`src/rtl/ad9648_spi_master.sv`:
```
// ad9648_spi_master: runs one AD9648 SPI frame (instruction+address+data) per start strobe.
// Ports: clk_i/rst_clk_ni (sync, active-low); tx_reg_i + transfer_start_i request a frame;
//   rx_reg_o/transfer_done_o/busy_o report status; csb_o/sclk_o/sdio_o/sdio_t_o/sdio_i drive pins.
// Option SPI_4WIRE_SDO_EN: adds sdo_i as the read-data source and keeps SDIO driven (no turnaround).
// Latency: done pulse 2+(2*TxRegWidth+1)*HALF_DIV+CSB_GAP-1 cycles after the accepted start.
// Backpressure: starts are ignored while busy_o=1; a start in the done cycle is accepted.
module ad9648_spi_master #(
  parameter int TxRegWidth = 24,
  parameter int RxRegWidth = 8,
  parameter int HALF_DIV   = 4,
  parameter int CSB_GAP    = 4
) (
  input  logic                  clk_i,
  input  logic                  rst_clk_ni,
  input  logic [TxRegWidth-1:0] tx_reg_i,
  input  logic                  transfer_start_i,
  output logic [RxRegWidth-1:0] rx_reg_o,
  output logic                  transfer_done_o,
  output logic                  busy_o,
  output logic                  csb_o,
  output logic                  sclk_o,
  output logic                  sdio_o,
  input  logic                  sdio_i,
`ifdef SPI_4WIRE_SDO_EN
  input  logic                  sdo_i,
`endif
  output logic                  sdio_t_o
);

  localparam int CntMax = (HALF_DIV > CSB_GAP) ? HALF_DIV : CSB_GAP;
  localparam int CW     = (CntMax > 1) ? $clog2(CntMax) : 1;
  localparam int BW     = $clog2(TxRegWidth + 1);

  localparam logic [CW-1:0] HalfLast  = CW'(HALF_DIV - 1);
  localparam logic [CW-1:0] GapLast   = CW'(CSB_GAP - 1);
  localparam logic [BW-1:0] BitsTotal = BW'(TxRegWidth);
  // Rising-edge count after which the readback phase begins.
  localparam logic [BW-1:0] RxStart   = BW'(TxRegWidth - RxRegWidth);

  localparam logic [2:0] S_IDLE  = 3'd0;
  localparam logic [2:0] S_SETUP = 3'd1;
  localparam logic [2:0] S_SHIFT = 3'd2;
  localparam logic [2:0] S_HOLD  = 3'd3;
  localparam logic [2:0] S_GAP   = 3'd4;

  logic [2:0]            r_state;
  logic [TxRegWidth-1:0] r_shift;     // MSB is the bit currently on sdio_o
  logic                  r_read;
  logic [RxRegWidth-1:0] r_rx_shift;
  logic [RxRegWidth-1:0] r_rx_reg;
  logic [CW-1:0]         r_cnt;       // half-period / gap cycle counter
  logic [BW-1:0]         r_bcnt;      // rising edges seen this frame
  logic                  r_csb;
  logic                  r_sclk;
  logic                  r_sdio_t;
  logic                  r_busy;
  logic                  r_done;

  logic                  w_sdi;
  logic                  w_half_end;

`ifdef SPI_4WIRE_SDO_EN
  assign w_sdi = sdo_i;
`else
  assign w_sdi = sdio_i;
`endif

  assign w_half_end = (r_cnt == HalfLast);

  always_ff @(posedge clk_i) begin
    if (!rst_clk_ni) begin
      r_state    <= S_IDLE;
      r_shift    <= '0;
      r_read     <= 1'b0;
      r_rx_shift <= '0;
      r_rx_reg   <= '0;
      r_cnt      <= '0;
      r_bcnt     <= '0;
      r_csb      <= 1'b1;
      r_sclk     <= 1'b0;
      r_sdio_t   <= 1'b1;
      r_busy     <= 1'b0;
      r_done     <= 1'b0;
    end else begin
      r_done <= 1'b0;
      case (r_state)
        S_IDLE: begin
          if (transfer_start_i) begin
            r_shift  <= tx_reg_i;
            r_read   <= tx_reg_i[TxRegWidth-1];
            r_csb    <= 1'b0;
            r_sdio_t <= 1'b0;
            r_busy   <= 1'b1;
            r_cnt    <= '0;
            r_bcnt   <= '0;
            r_state  <= S_SETUP;
          end
        end
        S_SETUP: begin
          if (w_half_end) begin
            // First rising edge; never part of the readback phase.
            r_cnt   <= '0;
            r_sclk  <= 1'b1;
            r_bcnt  <= BW'(1);
            r_state <= S_SHIFT;
          end else begin
            r_cnt <= r_cnt + CW'(1);
          end
        end
        S_SHIFT: begin
          if (w_half_end) begin
            r_cnt  <= '0;
            r_sclk <= ~r_sclk;
            if (!r_sclk) begin
              r_bcnt <= r_bcnt + BW'(1);
              if (r_read && (r_bcnt >= RxStart)) begin
                r_rx_shift <= (r_rx_shift << 1) | RxRegWidth'(w_sdi);
              end
            end else begin
              // Falling edge: present the next bit half a period before the ADC samples it.
              r_shift <= r_shift << 1;
`ifndef SPI_4WIRE_SDO_EN
              if (r_read && (r_bcnt == RxStart)) begin
                r_sdio_t <= 1'b1;
              end
`endif
              if (r_bcnt == BitsTotal) begin
                r_state <= S_HOLD;
              end
            end
          end else begin
            r_cnt <= r_cnt + CW'(1);
          end
        end
        S_HOLD: begin
          if (w_half_end) begin
            r_cnt    <= '0;
            r_csb    <= 1'b1;
            r_sdio_t <= 1'b1;
            r_shift  <= '0;
            r_state  <= S_GAP;
          end else begin
            r_cnt <= r_cnt + CW'(1);
          end
        end
        S_GAP: begin
          if (r_cnt == GapLast) begin
            r_cnt   <= '0;
            r_done  <= 1'b1;
            r_busy  <= 1'b0;
            r_state <= S_IDLE;
            if (r_read) begin
              r_rx_reg <= r_rx_shift;
            end
          end else begin
            r_cnt <= r_cnt + CW'(1);
          end
        end
        default: r_state <= S_IDLE;
      endcase
    end
  end

  assign rx_reg_o        = r_rx_reg;
  assign transfer_done_o = r_done;
  assign busy_o          = r_busy;
  assign csb_o           = r_csb;
  assign sclk_o          = r_sclk;
  assign sdio_o          = r_shift[TxRegWidth-1];
  assign sdio_t_o        = r_sdio_t;

endmodule

```
`config.mk`:
```
export PLATFORM = sky130hd
export DESIGN_NAME = ad9648_spi_master
export DESIGN_NICKNAME = d
export VERILOG_FILES = /design/src/rtl/ad9648_spi_master.sv
export SDC_FILE = /design/constraint.sdc
export NUM_CORES = 1
export LEC_CHECK = 0
export CORE_MARGIN = 2
export CORE_UTILIZATION = 39
export CTS_BUF_LIST = sky130_fd_sc_hd__clkbuf_8
export DETAILED_ROUTE_END_ITERATION = 16
export PLACE_DENSITY = 0.67
export REMOVE_ABC_BUFFERS = 1
export SKIP_CTS_REPAIR_TIMING = 1
export SYNTH_ARGS = -nofsm -noshare
export SYNTH_HDL_FRONTEND = slang
export SYNTH_SLANG_ARGS = --single-unit
```
`constraint.sdc`:
```
create_clock -name clk_i -period 2.1 [get_ports clk_i]
set_input_delay 0.63 -clock clk_i [delete_from_list [all_inputs] [get_ports clk_i]]
set_output_delay 0.63 -clock clk_i [all_outputs]
set_load 0.02 [all_outputs]
```
==> flow_metrics.env <==
export IMPL_placed_cell_area_sq_mm=0.00327
export IMPL_syn_cell_area_sq_mm=0.00273
export IMPL_p_leak_nw=1.53
export IMPL_layoutNonFillerInstCount=436
export IMPL_synth_edf_count=0
export IMPL_worstPathArrival_ps=2260
export IMPL_viasPerCell=5.21
export IMPL_cts_buffers_inserted=5
export IMPL_r2r_start="r_cnt[0]"
export IMPL_grt_pass1_wl_microns=9200
export IMPL_timing_worst_setup_path_type="input port to flip-flop"
export IMPL_cts_max_level=2
export IMPL_fin_tns_setup_ps=0
export IMPL_cts_max_path_buffers=2
export IMPL_dieHeight_microns=87.6
export IMPL_tightestPinTransition_ps=558
export IMPL_ys_warn_count=0
export IMPL_avgSynthCellArea_sq_um=9.09
export IMPL_hp_start="csb_o"
export IMPL_start_util_pct=40.1
export IMPL_slew_viol_final=0
export IMPL_synth_cell_types=42
export IMPL_finalCritPeriodShare_pct=96.9
export IMPL_nFillCells=645
export IMPL_via_count=2270
export IMPL_dieArea_sq_mm=0.00768
export IMPL_p_total_mw=2.20
export IMPL_routabilityCongestion=0.796
export IMPL_hold_viol_final=0
export IMPL_n_antenna_cell=0
export IMPL_drt_pass1_iterations=4
export IMPL_ys_seq_area_share_pct=41.1
export IMPL_synth_ff_type="dfxtp_1"
export IMPL_netlist_area_leader_share_pct=41.1
export IMPL_cts_num_sinks=56
export IMPL_chipWidth_microns=87.6
export IMPL_crit_required_ps=2320
export IMPL_routedWlPerCell_microns=13.5
export IMPL_peakVddDrop_v=0.000389
export IMPL_fp_row_count=30
export IMPL_finalClockSkew_ps=6.89
export IMPL_drive_above_1_share_pct=10.0
export IMPL_slew_headroom_pct=62.7
export IMPL_cp_max_fo=11
export IMPL_synthArstFlopShare_pct=0
export IMPL_finalSetupViolations=0
export IMPL_coreArea_sq_mm=0.00679
export IMPL_dp_cells=424
export IMPL_track_usage_pct=14.9
export IMPL_cp_start_kind="input port"
export IMPL_ios=42
export IMPL_path_clk_slew_ps=110
export IMPL_fin_nets=370
export IMPL_fmax_mhz=492
export IMPL_clkLatencyLatePin_ps=310
export IMPL_synth_area_leaders="dfxtp_1 (41%), o211a_1 (8.4%), o311ai_0 (8.0%)"
export IMPL_drt_wl_total_microns=5880
export IMPL_synth_seq_cells=56
export IMPL_root_buffer="clkbuf_8"
export IMPL_pwr_density_cell_mw_per_mm2=634
export IMPL_grt_max_degree=56
export IMPL_antenna_found_initial=0
export IMPL_drtAntennaViolNets=0
export IMPL_period_needed_ps=2030
export IMPL_critPathCaptureType="flip-flop"
export IMPL_rsz0062_at_grt="false"
export IMPL_stdcell_area_sq_mm=0.00346
export IMPL_drtIter0Drc=115
export IMPL_status="finished clean"
export IMPL_hp_class="flip-flop to flip-flop"
export IMPL_numPortBuffers=41
export IMPL_yosysTopAreaCell="dfxtp_1"
export IMPL_drv_cap=0
export IMPL_syn2layout_area_growth_pct=26.9
export IMPL_startpoint="transfer_start_i"
export IMPL_grt_pass1_vias=2121
export IMPL_drc=0
export IMPL_dp_hpwl_microns=3530
export IMPL_cts_tree="yes"
export IMPL_overflow=0
export IMPL_synthCells=300
export IMPL_fin_util_pct=50.9
## layout make-up
type,count,area (sq um),area share (%)
repair buffers,58,631,18.2
flip-flops and latches,56,1120,32.4
multi-input cells,188,1380,39.9
inverters,30,113,3.25
clock inverters,3,26.3,0.759
clock buffers,5,68.8,1.99
well taps,96,120,3.47
## cells by family after synthesis
family / count (synthesis) / share of synthesized area, %
xor+xnor: 1 / 0.321
buf+inv: 56 / 8.58
simple gates: 88 / 18.2
compound gates: 76 / 23.0
flops: 56 / 41.1
mux: 20 / 7.39
fa+ha+maj: 3 / 1.38
## flip-flops by register name, indices dropped and copies added, names as in the netlist, 2 cells and up
| register | flops |
|---|---|
| r_state | 3 |
| r_bcnt | 5 |
| r_rx_shift | 8 |
| r_cnt | 2 |
| rx_reg_o | 8 |
| r_shift | 24 |
## critical path: stages
cell	delay [ps]
clkdlybuf4s50_1	470
or3b_4	400
a21oi_4	180
buf_12	140
clkbuf_16	150
o311ai_0	130
o211a_1	160
## routing by layer
| layer | share of wire (%) | GRT usage (%) |
|---|---|---|
| met1 | 50 | 19.4 |
| met2 | 45 | 24.7 |
| met3 | 3.3 | 2.92 |
| met4 | 1.2 | 5.45 |
| met5 | 0 | 0 |
## synthesized netlist by cell type (4+ instances only)
cell      instances
a21oi_1           9
nor3b_1           4
mux2i_1          19
clkbuf_1         13
dfxtp_1          56
nand2_1          35
nand3_1           4
o211a_1          23
or3_1             5
nor2b_1          18
inv_1            30
o21ai_0           9
buf_2             7
buf_4             4
o311ai_0         25
## metrics by stage
step                worst slack [ps]  hold slack (ps)
floorplan                       -529              471
global placement                -205              479
detailed placement              -237              486
CTS                             30.0              510
global route                    9.66              527
finish                          65.9              504
## cell usage in the layout, fill, tap and decap left out, drive strengths merged, types with 2 or more instances in the layout
| cell type | instances |
|---|---|
| dfxtp | 56 |
| clkdlybuf4s50 | 40 |
| nand2 | 35 |
| inv | 32 |
| o311ai | 25 |
| o211a | 23 |
| mux2i | 19 |
| nor2b | 18 |
| buf | 14 |
| a21oi | 10 |
| o21ai | 9 |
| clkbuf | 8 |
| or3 | 5 |
| nor2 | 5 |
| nor3b | 4 |
| nand3 | 4 |
| ha | 3 |
| nand2b | 3 |
| o211ai | 2 |
| and2 | 2 |
| nand4 | 2 |
| or4 | 2 |
| a21boi | 2 |
| or3b | 2 |
## worst paths after layout
path                 end  slack (ps)  cells after the start
max          r_shift[20]          70                      7
min reg2reg        csb_o         500                      2
max reg2reg  rx_reg_o[1]         160                      5
min                csb_o         500                      2
## power breakdown
part	internal [mW]	switching (mW)	total (mW)
clock	0.247	0.382	0.629
combinational	0.215	0.183	0.399
sequential	1.12	0.0437	1.17
total	1.59	0.609	2.20
Note: power is estimated with default switching activity, not from simulation.
